--- src/rtl/vga_timing_pkg.sv ---
// Shared 640x480@60 timing constants plus the receiver's lock-state type.
// The VGA pattern generator takes its defaults from here as well.
package vga_timing_pkg;

    localparam int VGA_H_TOTAL     = 800;
    localparam int VGA_H_SYNC      = 96;
    localparam int VGA_H_BACK      = 48;
    localparam int VGA_H_ACTIVE    = 640;
    localparam int VGA_V_TOTAL     = 525;
    localparam int VGA_V_SYNC      = 2;
    localparam int VGA_V_BACK      = 33;
    localparam int VGA_V_ACTIVE    = 480;
    localparam int VGA_LOCK_FRAMES = 2;

    localparam int CNT_W  = 12;
    localparam int POS_W  = 10;
    localparam int GOOD_W = 8;
    localparam logic [CNT_W-1:0] CNT_MAX = '1;

    typedef enum logic [1:0] {
        SEARCH  = 2'd0,
        MEASURE = 2'd1,
        LOCKED  = 2'd2
    } lock_state_t;

    // True when lo <= pos < lo+len.
    function automatic logic in_window(input logic [CNT_W-1:0] pos, input int lo, input int len);
        logic [31:0] p;
        p = {{(32-CNT_W){1'b0}}, pos};
        return (p >= 32'(lo)) && (p < 32'(lo + len));
    endfunction

endpackage

--- src/rtl/vga_sync_edge.sv ---
// Two-flop synchronizer for an active-low sync input followed by a registered
// falling-edge detector; idles high so reset never produces a spurious edge.
module vga_sync_edge (
    input  logic board_clock,
    input  logic rst_n,
    input  logic sync,
    output logic fall
);

    logic meta;
    logic stable;
    logic stable_d;

    always_ff @(posedge board_clock or negedge rst_n) begin
        if (!rst_n) begin
            meta     <= 1'b1;
            stable   <= 1'b1;
            stable_d <= 1'b1;
            fall     <= 1'b0;
        end else begin
            meta     <= sync;
            stable   <= meta;
            stable_d <= stable;
            fall     <= stable_d & ~stable;
        end
    end

endmodule

--- src/rtl/vga_sync_rx.sv ---
// Recovers pixel/line position from incoming VGA syncs and declares lock once the
// measured line and frame lengths have matched the expected timing for LOCK_FRAMES frames.
module vga_sync_rx
    import vga_timing_pkg::*;
#(
    parameter int H_TOTAL     = VGA_H_TOTAL,
    parameter int H_SYNC      = VGA_H_SYNC,
    parameter int H_BACK      = VGA_H_BACK,
    parameter int H_ACTIVE    = VGA_H_ACTIVE,
    parameter int V_TOTAL     = VGA_V_TOTAL,
    parameter int V_SYNC      = VGA_V_SYNC,
    parameter int V_BACK      = VGA_V_BACK,
    parameter int V_ACTIVE    = VGA_V_ACTIVE,
    parameter int LOCK_FRAMES = VGA_LOCK_FRAMES
) (
    input  logic             board_clock,
    input  logic             rst_n,
    input  logic             hsync,
    input  logic             vsync,
    output logic [CNT_W-1:0] h_count,
    output logic [CNT_W-1:0] v_count,
    output logic [POS_W-1:0] x_val,
    output logic [POS_W-1:0] y_val,
    output logic             de,
    output logic             locked,
    output logic             frame_start,
    output logic             lock_lost
);

    localparam int LEN_W = CNT_W + 1;
    localparam logic [LEN_W-1:0]  H_LEN  = LEN_W'(H_TOTAL);
    localparam logic [LEN_W-1:0]  V_LEN  = LEN_W'(V_TOTAL);
    localparam logic [GOOD_W:0]   LOCK_N = (GOOD_W + 1)'(LOCK_FRAMES);
    localparam logic [POS_W-1:0]  X_OFF  = POS_W'(H_SYNC + H_BACK);
    localparam logic [POS_W-1:0]  Y_OFF  = POS_W'(V_SYNC + V_BACK);

    function automatic logic [CNT_W-1:0] sat_inc(input logic [CNT_W-1:0] c);
        return (c == CNT_MAX) ? c : c + 1'b1;
    endfunction

    logic hs_edge;
    logic vs_edge;

    vga_sync_edge u_hs_edge (
        .board_clock (board_clock),
        .rst_n       (rst_n),
        .sync        (hsync),
        .fall        (hs_edge)
    );

    vga_sync_edge u_vs_edge (
        .board_clock (board_clock),
        .rst_n       (rst_n),
        .sync        (vsync),
        .fall        (vs_edge)
    );

    // Position counters; a vsync clear beats the hsync increment on coincident edges.
    always_ff @(posedge board_clock or negedge rst_n) begin
        if (!rst_n) begin
            h_count <= '0;
            v_count <= '0;
        end else begin
            h_count <= hs_edge ? '0 : sat_inc(h_count);
            if (vs_edge) begin
                v_count <= '0;
            end else if (hs_edge) begin
                v_count <= sat_inc(v_count);
            end
        end
    end

    logic [LEN_W-1:0] line_len;
    logic [LEN_W-1:0] frame_len;
    logic             line_bad;
    logic             frame_bad;
    logic             h_sat_next;

    assign line_len   = {1'b0, h_count} + 1'b1;
    assign frame_len  = {1'b0, v_count} + 1'b1;
    assign line_bad   = hs_edge && (line_len != H_LEN);
    assign frame_bad  = vs_edge && (frame_len != V_LEN);
    assign h_sat_next = !hs_edge && (h_count >= CNT_MAX - 1'b1);

    lock_state_t       state;
    lock_state_t       state_next;
    logic [GOOD_W-1:0] good_cnt;
    logic [GOOD_W:0]   good_next;
    logic              frame_ok;
    logic              frame_good;
    logic              lock_reached;
    logic              lose;

    // The line closing at a vsync edge still belongs to the frame being judged.
    assign frame_good   = frame_ok && !line_bad && !frame_bad;
    assign good_next    = {1'b0, good_cnt} + 1'b1;
    assign lock_reached = good_next >= LOCK_N;

    always_ff @(posedge board_clock or negedge rst_n) begin
        if (!rst_n) begin
            state <= SEARCH;
        end else begin
            state <= state_next;
        end
    end

    always_comb begin
        state_next = state;
        unique case (state)
            SEARCH: begin
                if (vs_edge) state_next = MEASURE;
            end
            MEASURE: begin
                if (vs_edge && frame_good && lock_reached) state_next = LOCKED;
            end
            LOCKED: begin
                if (line_bad || frame_bad || h_sat_next) state_next = SEARCH;
            end
            default: state_next = SEARCH;
        endcase
    end

    always_comb begin
        locked = 1'b0;
        lose   = 1'b0;
        if (state == LOCKED) begin
            locked = 1'b1;
            lose   = (state_next != LOCKED);
        end
    end

    // Good-frame bookkeeping only runs while measuring; any other state restarts it.
    always_ff @(posedge board_clock or negedge rst_n) begin
        if (!rst_n) begin
            good_cnt <= '0;
            frame_ok <= 1'b1;
        end else if (state != MEASURE) begin
            good_cnt <= '0;
            frame_ok <= 1'b1;
        end else if (vs_edge) begin
            good_cnt <= frame_good ? good_next[GOOD_W-1:0] : '0;
            frame_ok <= 1'b1;
        end else if (line_bad) begin
            good_cnt <= '0;
            frame_ok <= 1'b0;
        end
    end

    always_ff @(posedge board_clock or negedge rst_n) begin
        if (!rst_n) begin
            frame_start <= 1'b0;
            lock_lost   <= 1'b0;
        end else begin
            frame_start <= vs_edge;
            lock_lost   <= lose;
        end
    end

    // Offsets are taken modulo 2^POS_W; inside the active window they are exact.
    assign de    = locked
                 && in_window(h_count, H_SYNC + H_BACK, H_ACTIVE)
                 && in_window(v_count, V_SYNC + V_BACK, V_ACTIVE);
    assign x_val = de ? (h_count[POS_W-1:0] - X_OFF) : '0;
    assign y_val = de ? (v_count[POS_W-1:0] - Y_OFF) : '0;

endmodule

--- config.mk ---
export PLATFORM = sky130hd
export DESIGN_NAME = vga_sync_rx
export DESIGN_NICKNAME = d
export VERILOG_FILES = /design/src/rtl/vga_timing_pkg.sv /design/src/rtl/vga_sync_edge.sv /design/src/rtl/vga_sync_rx.sv
export SDC_FILE = /design/constraint.sdc
export NUM_CORES = 1
export LEC_CHECK = 0
export CAP_MARGIN = 0
export CORE_ASPECT_RATIO = 1.1
export CORE_MARGIN = 2
export CORE_UTILIZATION = 43
export DETAILED_ROUTE_END_ITERATION = 16
export MAX_ROUTING_LAYER = met4
export PLACE_DENSITY_LB_ADDON = 0.3
export SYNTH_ARGS = -nofsm -noshare
export SYNTH_HDL_FRONTEND = slang
export SYNTH_SLANG_ARGS = --single-unit
--- constraint.sdc ---
create_clock -name board_clock -period 2.7 [get_ports board_clock]
set_input_delay 0.675 -clock board_clock [delete_from_list [all_inputs] [get_ports board_clock]]
set_output_delay 0.675 -clock board_clock [all_outputs]
set_load 0.02 [all_outputs]
== Word level (Yosys, flattened, before mapping) ==
Index checks and enable logic that the tools add are counted.
Word-level totals
  flip-flop bits (word level): 45
Operators by class
  mux-type cells: 20
  equality and inequality tests: 10
  add/sub/neg operators: 7
  magnitude comparators: 6
  reduce and logical (&&, ||, !) cells: 20
  bitwise gates (word level): 4
Operator list (count)
  $mux W12: 5
  $mux W8: 4
  $add A12 B1 Y13 const B: 2
  $ne A13 B10 Y1 const B: 2
  $add A12 B1 Y12 const B: 2
  $eq A12 B12 Y1 const B: 2
  $lt A12 B10 Y1 const B: 2
  $mux W10: 2
  $ge A12 B12 Y1 const B: 1
  $ge A12 B6 Y1 const B: 1
  $ge A12 B8 Y1 const B: 1
  $logic_and A1 B1 Y1: 11
  $sub A10 B6 Y10 const B: 1
  $sub A10 B8 Y10 const B: 1
  $add A8 B1 Y9 const B: 1
  $ge A9 B2 Y1 const B: 1
  $mux W2: 3
  $ne A2 B1 Y1 const B: 3
  $pmux W2 S3: 1
  $mux W1: 5
  $logic_not A1 Y1: 3
  $reduce_bool A3 Y1: 1
  $and A1 B1 Y1: 2
  $eq A2 B1 Y1 const B: 1
  7 further kinds: 9

== Longest topological paths before layout ==
Gate-level depths: netlist (run 1).
  depth after elaboration: 12
  gate-level depth with buffers: 10
  mapped depth without buffers: 8

== Cells and area by module ==
A second synthesis (run 1) with hierarchy kept.
Unflattened totals
  cell total of the unflattened synthesis: 332
  area total of the unflattened synthesis: 2890.3 um^2
By module, submodules not included
  vga_sync_rx: area each 2655.0 um^2, instances 1, cells an instance 322, seq. area each 927.1 um^2
  vga_sync_edge: area each 117.6 um^2, instances 2, cells an instance 5, seq. area each 103.8 um^2

== Least setup slack after synthesis (run 1) ==
OpenSTA, ideal clock, no wires.
  path type: flip-flop to output port
  start point: reg v_count[0]
  end point: out x_val[7]
  required time: 2025 ps
  buffers on the path: 2
  arrival time: 2251 ps
  cell stages (with the launch flop): 8
  setup slack: -226 ps
  cell sequence: dfrtp_1 > ha_1 > buf_4 > nor3_1 > a41oi_1 > a221o_1 > buf_2 > nor3_1
Between the ends
  word-level cells in the longest chain between the ends: 4
  elaborated cells on any way between the ends: 5
RTL lines
  start: declaration: RTL line vga_sync_rx.sv:21  | output logic [CNT_W-1:0] v_count,
  start signal: assignment: RTL line vga_sync_rx.sv:68  | v_count <= sat_inc(v_count);
  $ge A12 B6 Y1 / $lt A12 B10 Y1 (equally long branches): RTL line vga_timing_pkg.sv:30  | return (p >= 32'(lo)) && (p < 32'(lo + len));
  $logic_and A1 B1 Y1 *: RTL line vga_timing_pkg.sv:30
  $logic_and A1 B1 Y1 *: RTL line vga_sync_rx.sv:162  | && in_window(v_count, V_SYNC + V_BACK, V_ACTIVE);
  $mux W10 *: RTL line vga_sync_rx.sv:163  | assign x_val = de ? (h_count[POS_W-1:0] - X_OFF) : '0;
  end: declaration: RTL line vga_sync_rx.sv:22  | output logic [POS_W-1:0] x_val,
Mark *: on every way between the ends. The rest lies on a longest branch, timed or not.

== Final worst setup path (run 1) ==
  start point: reg h_count[3]
  end point: out y_val[9]
Between the ends
  word-level cells in the longest chain between the ends: 5
  elaborated cells on any way between the ends: 6
RTL lines
  start: declaration: RTL line vga_sync_rx.sv:20  | output logic [CNT_W-1:0] h_count,
  start signal: assignment: RTL line vga_sync_rx.sv:64  | h_count <= hs_edge ? '0 : sat_inc(h_count);
  $ge A12 B8 Y1 / $lt A12 B10 Y1 (equally long branches): RTL line vga_timing_pkg.sv:30
  $logic_and A1 B1 Y1 *: RTL line vga_timing_pkg.sv:30
  $logic_and A1 B1 Y1 *: RTL line vga_sync_rx.sv:161  | && in_window(h_count, H_SYNC + H_BACK, H_ACTIVE)
  $logic_and A1 B1 Y1 *: RTL line vga_sync_rx.sv:162
  $mux W10 *: RTL line vga_sync_rx.sv:164  | assign y_val = de ? (v_count[POS_W-1:0] - Y_OFF) : '0;
  end: declaration: RTL line vga_sync_rx.sv:23  | output logic [POS_W-1:0] y_val,
Marked as above.

==> results of run 1 <==
## placed cells by master (no fill, tap or decap), types with 3 or more instances in the layout
| cell | synthesis | layout |
|---|---|---|
| xor2_1 | 11 | 11 |
| dfrtp_2 | 0 | 5 |
| or3_1 | 4 | 4 |
| nand2b_1 | 9 | 8 |
| and3_1 | 5 | 5 |
| a31oi_1 | 6 | 6 |
| o21ai_0 | 9 | 8 |
| inv_1 | 14 | 13 |
| buf_6 | 2 | 16 |
| clkdlybuf4s50_1 | 0 | 29 |
| a21oi_1 | 13 | 13 |
| dfstp_2 | 7 | 7 |
| nor3_1 | 13 | 9 |
| xnor2_1 | 18 | 18 |
| nand2_1 | 30 | 30 |
| nand3_1 | 17 | 17 |
| clkbuf_8 | 0 | 5 |
| ha_1 | 8 | 7 |
| and2_2 | 0 | 3 |
| nor2_1 | 51 | 39 |
| nor4_1 | 7 | 6 |
| buf_4 | 2 | 57 |
| nor3_2 | 0 | 4 |
| a211o_1 | 3 | 3 |
| mux2i_1 | 3 | 3 |
| nor2_4 | 0 | 11 |
| nor3b_1 | 4 | 4 |
| nand4_1 | 7 | 7 |
| nor2b_1 | 8 | 8 |
| dfrtp_1 | 38 | 33 |
## area by class of cell
class,count,share of cell area (%)
repair buffers,105,23.0
well taps,82,2.50
flip-flops and latches,45,27.8
multi-input cells,255,42.1
clock inverters,3,1.59
inverters,14,1.28
clock buffers,5,1.68
## timing repair
action / CTS / global route
buffers inserted: 1 / 1
setup endpoints to repair: 21 / 21
pin swaps: 3 / 1
hold buffers: 0 / 0
gates resized for setup: 123 / 8
## metal layers
metal / global-route usage (%) / vias up / routed length [um]
li1: - / 1333 / -
met1: 27.8 / 1348 / 3330
met2: 32.7 / 53 / 3630
met3: 2.91 / 8 / 211
met4: 7.92 / 0 / 124
met5: - / - / 0
## registers in the layout, indices dropped and copies added (netlist names), 2 cells and up
| register | cells |
|---|---|
| state | 2 |
| good_cnt | 8 |
| v_count | 12 |
| h_count | 12 |
## through the flow
step / total power, mW / util [%] / area (sq um) / instances
final: 1.76 / 62.6 / 4100 / 509
after global routing: 1.84 / 62.6 / 4100 / 509
after CTS: 1.77 / 61.8 / 4050 / 508
after detailed placement: 1.17 / 59.5 / 3900 / 499
after global placement: 1.16 / 59.5 / 3900 / 499
after floorplan: 0.975 / - / 3020 / 342
## power breakdown
group / internal (mW) / switching, mW / leakage [nW] / total [mW]
clock network: 0.367 / 0.228 / 0.0681 / 0.595
registers: 0.719 / 0.0272 / 0.582 / 0.747
logic: 0.184 / 0.231 / 1.14 / 0.416
## worst max-delay path by stage
stage	depth (start not counted)	slack [ns]	endpoint
floorplan	6	-0.02	x_val[6]
CTS	7	-0.27	y_val[5]
detailed placement	8	-0.50	y_val[0]
finish	8	-0.26	y_val[9]
global route	7	-0.35	y_val[5]
global placement	8	-0.46	y_val[2]
## kinds of logic (layout without fill, tap and decap cells)
logic type / Yosys count / count (layout)
AOI/OAI and AO/OA: 47 / 47
xor gates and xnor gates: 29 / 29
adders and majority gates: 8 / 8
buffers and inverters: 42 / 127
DFF: 45 / 45
muxes: 4 / 4
and+or+nand+nor: 167 / 167
## worst max-delay path, delay by kind of cell, from the launching register on
kind            cells  cell delay [ns]
compound gates      2             0.43
buf+inv             3             0.42
simple gates        3             0.72
flops               1             0.41
==> run_results.csv, run 1 <==
group,metric,value,unit
global_route,grt_util_all_layers,21.1,%
synthesis,synth_compound_area_share,11.1,%
status,failed_checks,"setup timing",
hold_path,hp-class,"in2async",
status,status,"finished, violations left",
global_route,gr-total-overflow,0,
finish,nFillCells,570,
floorplanning,core_region_area,6560,sq um
worst_setup_path,cp-startpoint,"h_count[3]",
global_route,grt_max_degree,20,
synthesis,synth-seq-area-share,39.2,%
timing,setup_viol,21,
global_route,antenna_found_initial,0,
synthesis,synth_mux_area_share,1.43,%
drt,drt-total-wl,7.29,mm
worst_setup_path,regToRegStartpoint,"v_count[0]",
worst_setup_path,timing.rr.end,"state[1]",
worst_setup_path,worst_path_largest_cell_delay,0.53,ns
timing,maxSlewHeadroom,58.8,%
synthesis,synth_ff_type,"dfrtp_1",
finish,diodes,0,
worst_setup_path,cp_slowest_cell,"or4b_4",
drt,drt-pass1-iter-count,4,
synthesis,synth_top_cell_area_share,32.8,%
placed_design,place_ws,-0.504,ns
drt,avgViaCountPerCell,5.39,
synthesis,yosysTopAreaCell,"dfrtp_1",
clock_tree,clk-insertion-delay-late,0.30,ns
worst_setup_path,crit_fanout,7,
finish,multiInputGateArea,1730,sq um
worst_setup_path,path_class,"reg2out",
timing,min_period,2.96,ns
synthesis,synth_fp_nets,354,
worst_setup_path,cp-start-kind,"flop",
clock_tree,cts_sinks,45,
worst_setup_path,rr_worst_depth,8,
synthesis,yosysMostFrequentCell,"nor2_1",
global_route,grt_pass1_vias,2615,
floorplanning,start_util,44.2,%
clock_tree,tritoncts,"built",
clock_tree,ctsRootBufferMaster,"clkbuf_8",
floorplanning,rows,31,
clock_tree,numCtsBuffers,5,
finish,nets,438,
drt,route.detailed.drc,0,
placed_design,hpwl,5.46,mm
floorplanning,ios,52,
pwr,leakage,1.79,nW
worst_setup_path,end_kind,"output pin",
synthesis,syn-cell-area,2900,sq um
finish,seqCellArea,1140,sq um
synthesis,yosysUniqueCellTypes,49,
synthesis,avgSynthCellArea,8.47,sq um
synthesis,synthArstFlopShare,100,%
synthesis,ys_warn_count,0,
timing,rsz0062_at_grt,"yes",
pwr,ir_drop,0.000311,V
timing,finalMaxSlewViolations,0,
placed_design,io_buffers,51,
drt,ant_nets,0,
synthesis,synth-xor-area-share,8.77,%
synthesis,synth_area_leaders,"dfrtp_1 (33%), nor2_1 (6.6%), dfstp_2 (6.4%)",
timing,fin_crit_sh,110,%
placed_design,gp_congestion,0.877,
timing,clock_skew,0.00819,ns
synthesis,synth_edf_count,0,
worst_setup_path,ff2ff_setup_slack,0.32,ns
synthesis,postSynthCellCount,342,
finish,syn2layout_area_growth,41.7,%
timing,finalHoldViolations,0,
global_route,grt_pass1_wl,12.0,mm
synthesis,synthAdderAreaFrac,3.46,%
timing,finalWorstSetupSlack,-0.258,ns
pwr,p_per_area,428,nW/um^2
clock_tree,cts_buffer_depth,2,
timing,fmax,338,MHz
timing,holdWs,0.270,ns
worst_setup_path,worstPathCellList,"or4b_4 -> nor3_2 -> o21ai_1 -> a221o_1 -> buf_6 -> buf_4 -> nor2_4 -> buf_6",
synthesis,ys_ff_latch,45,
synthesis,synth_simple_gate_area_share,29.5,%
drt,vias,2742,
finish,layout-drive-gt1-share,30.4,%
synthesis,synth_top_family_by_area,"simple AND/OR/NAND/NOR gates",
floorplanning,chipWidth,82.2,um
synthesis,post_synth_most_frequent_cells,"nor2_1 (51), dfrtp_1 (38), nand2_1 (30), xnor2_1 (18), nand3_1 (17)",
timing,tns,-4.71,ns
floorplanning,die_y,90.1,um
timing,tightestPinTransition,0.618,ns
drt,drt-initial-drc-count,149,
drt,wire_per_inst,14.3,um
worst_setup_path,crit_top_cell,"buf_6",
clock_tree,path_clk_slew,0.08,ns
worst_setup_path,arrival,2.28,ns
clock_tree,htree_levels,2,
flow_run,cap_violations,0,
floorplanning,dieArea,7410,sq um
worst_setup_path,cp.required,2.03,ns
No activity file was read; power rests on OpenSTA's default activity.
==> run 2: changes to the inputs <==
--- a/config.mk
+++ b/config.mk
@@ -6,7 +6,7 @@
 export NUM_CORES = 1
 export LEC_CHECK = 0
 export CAP_MARGIN = 0
-export CORE_ASPECT_RATIO = 1.1
+export CORE_ASPECT_RATIO = 1.5
 export CORE_MARGIN = 2
 export CORE_UTILIZATION = 43
 export DETAILED_ROUTE_END_ITERATION = 16
==> run 2 against run 1 <==
The run still ends with setup timing left. Final cell count fell by 0.20%. Sequential cell count did not move. Largest power group unchanged. Sequential share of layout area fell by 0.33 points. Combinational power rose by 1%. Design area rose by 1.2%. Sequential power barely moved. Clock-buffer cell count rose by 1. Register-to-register slack improved by 0.02 ns.
==> run_results.csv, run 2 (synthesized netlist as in run 1, its figures left out) <==
group,metric,value,unit
status,status,"finished, violations left",
status,failed_checks,"setup timing",
pwr,pwr-share-comb,26.4,%
clock_tree,postCtsHoldBufs,0,
worst_setup_path,arrival,2.41,ns
global_route,grt_pass1_wl,12.3,mm
floorplanning,dieArea,7420,sq um
clock_tree,cts_buffer_depth,2,
global_route,gr-total-overflow,0,
finish,layout_commonest_cell,"buf_4",
clock_tree,cts_sinks,45,
worst_setup_path,ff2ff_setup_slack,0.34,ns
worst_setup_path,path_class,"reg2out",
placed_design,placed_cell_area,3870,sq um
worst_setup_path,end_kind,"output pin",
timing,tightestPinTransition,0.568,ns
pwr,internal_power,1.09,mW
worst_setup_path,worst_path_largest_cell_delay,0.56,ns
drt,wire_per_inst,14.6,um
worst_setup_path,cp_slowest_cell,"or4b_4",
drt,avgViaCountPerCell,5.38,
floorplanning,start_util,44.3,%
placed_design,io_buffers,51,
timing,clock_skew,0.00892,ns
clock_tree,tritoncts,"built",
clock_tree,htree_levels,2,
floorplanning,chipWidth,71,um
finish,syn2layout_area_growth,43.3,%
timing,maxSlewHeadroom,61.8,%
global_route,antenna_found_initial,0,
finish,design_area,4150,sq um
clock_tree,ctsRootBufferMaster,"clkbuf_8",
timing,fin_crit_sh,114,%
global_route,grt_util_all_layers,21.1,%
worst_setup_path,worstPathCellList,"or4b_4 -> nor3_4 -> o21ai_1 -> a221o_1 -> buf_6 -> buf_4 -> nor2_4 -> buf_6",
pwr,swShare,31.3,%
worst_setup_path,cp.required,2.03,ns
pwr,switchingPower,0.498,mW
finish,multiInputGateArea,1740,sq um
finish,nFillCells,541,
pwr,ir_drop,0.000354,V
hold_path,hp-class,"reg2reg",
finish,diodes,0,
pwr,finalPower,1.59,mW
timing,finalHoldViolations,0,
timing,finalWorstSetupSlack,-0.388,ns
clock_tree,numCtsBuffers,5,
pwr,pwr-share-seq,47.2,%
floorplanning,core_region_area,6530,sq um
worst_setup_path,crit_top_cell,"buf_6",
placed_design,hpwl,5.45,mm
floorplanning,die_y,104,um
global_route,grt_pass1_vias,2646,
drt,drt-initial-drc-count,197,
finish,nets,443,
timing,rsz0062_at_grt,"yes",
timing,finalMaxSlewViolations,0,
drt,drt-total-wl,7.42,mm
worst_setup_path,cp-start-kind,"flop",
drt,route.detailed.drc,0,
drt,ant_nets,0,
clock_tree,path_clk_slew,0.09,ns
finish,largest_registers,"h_count x12, v_count x12, good_cnt x8",
finish,layout_common_cells,"buf_4 (54), nor2_1 (39), dfrtp_1 (33), nand2_1 (30), clkdlybuf4s50_1 (29)",
pwr,p_clk_share,26.4,%
timing,holdWs,0.360,ns
timing,min_period,3.09,ns
finish,layout-drive-gt1-share,31.0,%
drt,vias,2731,
timing,fmax,324,MHz
flow_run,cap_violations,0,
clock_tree,clk-insertion-delay-late,0.30,ns
floorplanning,rows,36,
drt,drt-pass1-iter-count,5,
placed_design,gp_congestion,0.882,
finish,seqCellArea,1140,sq um
worst_setup_path,crit_fanout,7,
floorplanning,ios,52,
pwr,leakage,1.79,nW
pwr,p_per_area,383,nW/um^2
timing,setup_viol,21,
global_route,grt_max_degree,46,
-- run 2: changes by cell type in the layout (fill, tap and decap cells not counted), moves of 3 or more --
| cell | previous run | this run |
|---|---|---|
| nor3_4 | 0 | 3 |
| buf_4 | 57 | 54 |
| and2_2 | 3 | 0 |
| and2_4 | 0 | 3 |
| nor3_2 | 4 | 1 |
| buf_6 | 16 | 21 |
-- run 2: per-layer routing --
metal  track usage (%)  part of all wire [%]  vias up
li1                  -                     -     1347
met1              24.4                    39     1304
met2              37.4                    56       71
met3              2.62                   3.3        9
met4              6.47                   1.6        0
met5                 -                     0        -
-- run 2: worst paths after layout --
path                                      from          endpoint  cells after the start
min in group asynchronous                rst_n        v_count[2]                      2
worst max-delay path                h_count[1]          x_val[5]                      8
max in group asynchronous                rst_n        v_count[0]                      2
worst max register to register      v_count[0]          state[1]                      8
worst min-delay path            u_hs_edge.meta  u_hs_edge.stable                      0
worst min register to register  u_hs_edge.meta  u_hs_edge.stable                      0
-- run 2: critical path, delay by kind of cell, from the launching register on --
kind | cells | cell delay [ns]
AND/OR/NAND/NOR | 3 | 0.76
AO/OA/AOI/OAI | 2 | 0.52
buffers and inverters | 3 | 0.44
flip-flops | 1 | 0.41
-- run 2: cell type report --
cell class | count | area share, %
clock buffers | 6 | 1.75
clock inverters | 2 | 0.362
repair buffers | 110 | 24.9
well taps | 76 | 2.29
flip-flops and latches | 45 | 27.5
multi-input cells | 255 | 42.0
inverters | 14 | 1.27
-- run 2: per-stage QoR --
stage / worst slack [ns] / TNS [ns] / utilization (%) / cells
6_report: -0.388 / -7.20 / 63.5 / 508
5_1_grt: -0.477 / -8.95 / 63.5 / 508
4_1_cts: -0.342 / -4.86 / 61.6 / 503
3_5_place_dp: -0.550 / -9.10 / 59.2 / 493
3_3_place_gp: -0.514 / -8.65 / 59.2 / 493
2_1_floorplan: -0.0177 / -0.0647 / - / 342
-- run 2: repair_timing --
item                                    in CTS  in global routing
endpoints found under the setup margin      21                 21
pin swaps                                    3                  9
gates resized for setup                    132                 13
setup buffers                                3                  6
-- run 2: power groups by stage --
| stage | clock [mW] | combinational [mW] | sequential, mW |
|---|---|---|---|
| global placement | 0 | 0.402 | 0.752 |
| global route | 0.454 | 0.462 | 0.756 |
| floorplan | 0 | 0.161 | 0.814 |
| finish | 0.419 | 0.420 | 0.750 |
| detailed placement | 0 | 0.406 | 0.755 |
| CTS | 0.433 | 0.419 | 0.744 |
==> run 3: changes to the inputs <==
--- a/config.mk
+++ b/config.mk
@@ -12,6 +12,7 @@
 export DETAILED_ROUTE_END_ITERATION = 16
 export MAX_ROUTING_LAYER = met4
 export PLACE_DENSITY_LB_ADDON = 0.3
+export SLEW_MARGIN = 10
 export SYNTH_ARGS = -nofsm -noshare
 export SYNTH_HDL_FRONTEND = slang
 export SYNTH_SLANG_ARGS = --single-unit
==> results of run 3 <==
Final layout, timing and power as in run 2 (identical DEF).
